==> src/rtl/tcb_lib_arbiter_if.sv <==
// Request/grant bundle between the TCB requesters, the arbiter and the downstream multiplexer.
// The master modport is the requesting side; the slave modport is the arbiter.
interface tcb_lib_arbiter_if #(
  parameter int SPN = 2
);
  localparam int SPL = $clog2(SPN);

  logic [SPN-1:0] vld;
  logic [SPN-1:0] lck;
  logic           rdy;
  logic [SPL-1:0] sel;
  logic [SPN-1:0] gnt;
  logic           trn;

  modport master (output vld, lck, rdy, input  sel, gnt, trn);
  modport slave  (input  vld, lck, rdy, output sel, gnt, trn);
endinterface

==> src/rtl/tcb_lib_arbiter.sv <==
// TCB multiplexer arbiter: zero-latency grant in IDLE, ownership held across stalls (HOLD)
// and across locked bursts (LOCK) with a bounded burst length of LKM transfers.
module tcb_lib_arbiter #(
  parameter int SPN = 2,
  parameter int RRB = 1,
  parameter int LKM = 4
) (
  input  logic            clk,
  input  logic            rst_n,
  tcb_lib_arbiter_if.slave bus
);
  localparam int SPL = $clog2(SPN);
  localparam int CW  = $clog2(LKM + 1);

  typedef enum logic [1:0] {IDLE, HOLD, LOCK} state_t;

  state_t         state, state_n;
  logic [SPL-1:0] ptr, ptr_n, owner, owner_n;
  logic [SPL-1:0] base, winner, sel_c, sel_inc;
  logic [CW-1:0]  cnt, cnt_n;
  logic [SPN-1:0] gnt_c;
  logic           any, trn_c;

  function automatic logic [SPL-1:0] rot(input logic [SPL-1:0] p, input int i);
    return SPL'((int'(p) + i) % SPN);
  endfunction

  // Scan in reverse so the last hit (highest priority) is the one that sticks.
  assign base = (RRB != 0) ? ptr : '0;
  assign any  = |bus.vld;

  always_comb begin
    winner = '0;
    for (int i = SPN - 1; i >= 0; i--)
      if (bus.vld[rot(base, i)]) winner = rot(base, i);
  end

  // state register
  always_ff @(posedge clk or negedge rst_n) begin
    if (!rst_n) begin
      state <= IDLE;
      ptr   <= '0;
      owner <= '0;
      cnt   <= '0;
    end else begin
      state <= state_n;
      ptr   <= ptr_n;
      owner <= owner_n;
      cnt   <= cnt_n;
    end
  end

  // output logic: sel never depends on rdy; gnt/trn are forced low while in reset
  always_comb begin
    sel_c = owner;
    gnt_c = '0;
    if (state == IDLE) begin
      if (any) begin
        sel_c         = winner;
        gnt_c[winner] = 1'b1;
      end
    end else begin
      gnt_c[owner] = 1'b1;
    end
    if (!rst_n) begin
      sel_c = '0;
      gnt_c = '0;
    end
  end

  assign trn_c   = gnt_c[sel_c] & bus.vld[sel_c] & bus.rdy;
  assign sel_inc = (sel_c == SPL'(SPN - 1)) ? '0 : sel_c + 1'b1;

  // next-state logic; a transfer overrides every per-state decision
  always_comb begin
    state_n = state;
    ptr_n   = ptr;
    owner_n = owner;
    cnt_n   = cnt;
    case (state)
      IDLE: if (any && !trn_c) begin
        owner_n = winner;
        state_n = HOLD;
      end
      HOLD: if (!bus.vld[owner]) state_n = IDLE;
      LOCK: if (!bus.vld[owner] && !bus.lck[owner]) begin
        state_n = IDLE;
        cnt_n   = '0;
      end
      default: state_n = IDLE;
    endcase
    if (trn_c) begin
      owner_n = sel_c;
      ptr_n   = (RRB != 0) ? sel_inc : ptr;
      if (bus.lck[sel_c] && (int'(cnt) + 1 < LKM)) begin
        state_n = LOCK;
        cnt_n   = cnt + 1'b1;
      end else begin
        state_n = IDLE;
        cnt_n   = '0;
      end
    end
  end

  assign bus.sel = sel_c;
  assign bus.gnt = gnt_c;
  assign bus.trn = trn_c;
endmodule

==> src/flat_wrapper.sv <==
// flat-port wrapper written by rule: the top's interface ports become plain ports
module tcb_lib_arbiter_flat 
#(
  parameter int SPN = 2,
  parameter int RRB = 1,
  parameter int LKM = 4
)
  (clk, rst_n, bus_vld, bus_lck, bus_rdy, bus_sel, bus_gnt, bus_trn);
  tcb_lib_arbiter_if #(.SPN(SPN)) bus_i ();
  input  logic clk;
  input  logic rst_n;
  input wire logic [$bits(bus_i.vld)-1:0] bus_vld;
  input wire logic [$bits(bus_i.lck)-1:0] bus_lck;
  input wire logic [$bits(bus_i.rdy)-1:0] bus_rdy;
  output wire logic [$bits(bus_i.sel)-1:0] bus_sel;
  output wire logic [$bits(bus_i.gnt)-1:0] bus_gnt;
  output wire logic [$bits(bus_i.trn)-1:0] bus_trn;
  assign bus_i.vld = bus_vld;
  assign bus_i.lck = bus_lck;
  assign bus_i.rdy = bus_rdy;
  assign bus_sel = bus_i.sel;
  assign bus_gnt = bus_i.gnt;
  assign bus_trn = bus_i.trn;
  tcb_lib_arbiter #(.SPN(SPN), .RRB(RRB), .LKM(LKM)) u_core (.clk(clk), .rst_n(rst_n), .bus(bus_i));
endmodule
==> config.mk <==
export PLATFORM = sky130hd
export DESIGN_NAME = tcb_lib_arbiter_flat
export DESIGN_NICKNAME = d
export VERILOG_FILES = /design/src/rtl/tcb_lib_arbiter_if.sv /design/src/rtl/tcb_lib_arbiter.sv /design/src/flat_wrapper.sv
export SDC_FILE = /design/constraint.sdc
export NUM_CORES = 1
export LEC_CHECK = 0
export CORE_AREA = 2 2 39 41
export DETAILED_ROUTE_END_ITERATION = 10
export DIE_AREA = 0 0 41 43
export SLEW_MARGIN = 20
export SYNTH_ARGS = -nofsm -noshare
export SYNTH_HDL_FRONTEND = slang
export SYNTH_SLANG_ARGS = --single-unit
export TNS_END_PERCENT = 20
==> constraint.sdc <==
create_clock -name clk -period 2.02 [get_ports clk]
set_input_delay 0.303 -clock clk [delete_from_list [all_inputs] [get_ports clk]]
set_output_delay 0.303 -clock clk [all_outputs]
set_load 0.005 [all_outputs]
==> impl_metrics.tcl <==
set metrics [dict create \
    die-width_um 41 \
    ant_nets 0 \
    hpwl_um 753 \
    worstSetupStartpointType "primary input" \
    slew_violations 0 \
    grt_max_degree 10 \
    synth_async_sr_flop_share_pct 100 \
    crit_start "bus_vld[0]" \
    period_minus_slack_ps 1970 \
    synthesis.nets 57 \
    setup_violations 0 \
    p_per_area_nw_per_um2 1020 \
    r2r_start "u_core.state[1]" \
    cts_tree "yes" \
    fp-row-count 14 \
    cts.clk_slew.worst_paths_ps 50 \
    cpMaxStageDelayCell "clkdlybuf4s50_1" \
    syn_area_um2 442 \
    final_cell_count_no_fill 84 \
    grt_antenna_before_repair 0 \
    cp_max_fo 3 \
    clk_path_buf_depth 2 \
    gp_congestion 0.726 \
    cp.required_ps 1720 \
    dieArea_um2 1760 \
    period_share_pct 97.7 \
    cts_made_buffers 3 \
    finalSetupTns_ps 0 \
    vias 453 \
    yosysUniqueCellTypes 27 \
    synth_cells 49 \
    diodes 0 \
    reg2reg_depth 6 \
    worst_path_largest_cell_delay_ps 490 \
    grt_util_all_layers_pct 14.1 \
    timing.max_cap.violations 0 \
    status "complete, no violations" \
    synth_edf_count 0 \
    dp.cells 80 \
    grt-ovfl-total 0 \
    fin_area_um2 646 \
    avgSynthCellArea_um2 9.01 \
    synthFlopType "dfrtp_1" \
    ios 11 \
    layout.nets 77 \
    drive_above_1_share_pct 20.6 \
    relSlewSlack_pct 71.8 \
    cts.hold.buffers_added 0 \
    fill_cells 145 \
    die_y_um 43 \
    r2r_end "u_core.state[1]" \
    crit_family "buffers and inverters" \
    synth_seq_cells 7 \
    timing.critical_path.arrival_ps 1670 \
    cp-endpoint "bus_gnt[0]" \
    cp_cell_sequence "clkdlybuf4s50_1 -> or3b_4 -> a21oi_2 -> o21a_1 -> clkdlybuf4s15_1" \
    route.detailed.drc 0 \
    ys_seq_area_share_pct 39.7 \
    rrSetupSlack_ps 240 \
    initial_utilization_pct 31.9 \
    grt_pass1_wl_mm 1.65 \
    clock-sinks 7 \
    grt_pass1_vias 401 \
    area_growth_pct 46.2 \
    peakVddDrop_uv 509 \
    routed_via_density 5.39 \
    yosys_warnings 0 \
    numPortBuffers 10 \
    fmax_mhz 507 \
    routed_wl_mm 1.04 \
    coreArea_um2 1380 \
    finalHoldViolations 0 \
    place_area_um2 602 \
    clk_latency_ps 250 \
    hold_path.class "primary input to asynchronous set/reset pin" \
    path_depth 5 \
    tightestPinTransition_ps 423 \
    drtIter0Drc 5 \
    dr.pass1.iters 2 \
    cp_num_buf_inv 2 \
    drt-wirelength-per-cell_um 12.4 \
    leakage_nw 0.284 \
    cp-end-kind "primary output" \
    htreeDepth 1 \
    path_class "primary input to primary output" \
    postLayoutCoreUtil_pct 46.7 \
    clock-skew-final_ps 5.17 \
    cts_root_buf "clkbuf_4" \
]
-- sequential cells by signal, indices dropped and copies added, names as in the netlist --
name / count
u_core.base: 1
u_core.cnt: 3
u_core.owner: 1
u_core.state: 2
-- cell usage after synthesis, types with 2 or more instances --
cell     number  area (um^2)
nand2_1       7         26.3
nand3_1       3         15.0
mux2i_1       2         20.0
o32ai_1       2         17.5
dfrtp_1       7          175
a21oi_1       4         20.0
nor2_1        4         15.0
-- worst min-delay path by stage --
stage,to,slack [ps],cells past startpoint
2_1_floorplan,u_core.base,7,0
3_3_place_gp,u_core.cnt[1],510,2
3_5_place_dp,u_core.cnt[2],500,1
4_1_cts,u_core.owner,480,2
5_1_grt,u_core.owner,490,2
6_report,u_core.base,480,2
-- cell families after synthesis --
family / Yosys count / share of synthesized area [%]
buf+inv: 2 / 1.98
simple gates: 21 / 25.2
flops: 7 / 39.7
mux: 2 / 4.53
fa+ha+maj: 1 / 2.83
compound gates: 16 / 25.8
-- area by class of cell --
type / instances / area [um^2] / share of cell area (%)
Clock buffer: 4 / 26.3 / 4.07
Inverter: 1 / 3.75 / 0.581
Multi-Input combinational cell: 40 / 277 / 42.8
Sequential cell: 7 / 175 / 27.1
Tap cell: 16 / 20.0 / 3.10
Timing Repair Buffer: 16 / 144 / 22.3
-- repair_timing --
action                                  4_1_cts  5_1_grt
resized for setup                             6        4
hold endpoints to repair                      0        0
pin swaps                                     1        0
endpoints found under the setup margin        4        1
buffers inserted                              0        0
-- report_power, final --
group	internal, mW	switching [mW]	total [mW]
registers	0.183	0.0817	0.264
logic	0.153	0.119	0.272
clock network	0.0752	0.0498	0.125
-- stage by stage --
stage | worst slack [ps] | power, mW | hold WS [ps]
detailed placement | -219 | 0.512 | 498
global placement | -180 | 0.509 | 505
CTS | -203 | 0.640 | 476
finish | 46.5 | 0.662 | 482
floorplan | 495 | 0.398 | 7.41
global route | -16.8 | 0.722 | 491
-- metal layers --
metal	track usage (%)	share of wire (%)	vias up
li1	-	-	225
met1	17.9	46	214
met2	20.0	48	11
met3	4.71	4.9	3
met4	8.00	1.4	0
met5	0	0	-
-- layout by cell type, fill, tap and decap left out --
cell type        instances
a21oi_2                  1
mux2i_1                  2
buf_4                    6
o21a_1                   1
a21oi_1                  3
o22ai_4                  1
nand3_1                  3
dlygate4sd2_1            3
or2b_1                   1
dfrtp_1                  7
nor2_1                   4
a2111oi_0                1
o32ai_1                  2
or2_1                    1
a31oi_1                  1
or3b_4                   1
nor3b_2                  1
o21ai_0                  1
inv_1                    1
clkdlybuf4s50_1          5
o31ai_1                  1
a21oi_4                  1
o211ai_1                 1
a21boi_1                 1
o21ai_1                  1
dlymetal6s2s_1           1
nor3_1                   1
ha_1                     1
clkdlybuf4s15_1          1
clkbuf_4                 3
nand2_1                  7
nand2b_1                 1
clkbuf_1                 1
and2_1                   1
(Power assumes the default switching activity.)
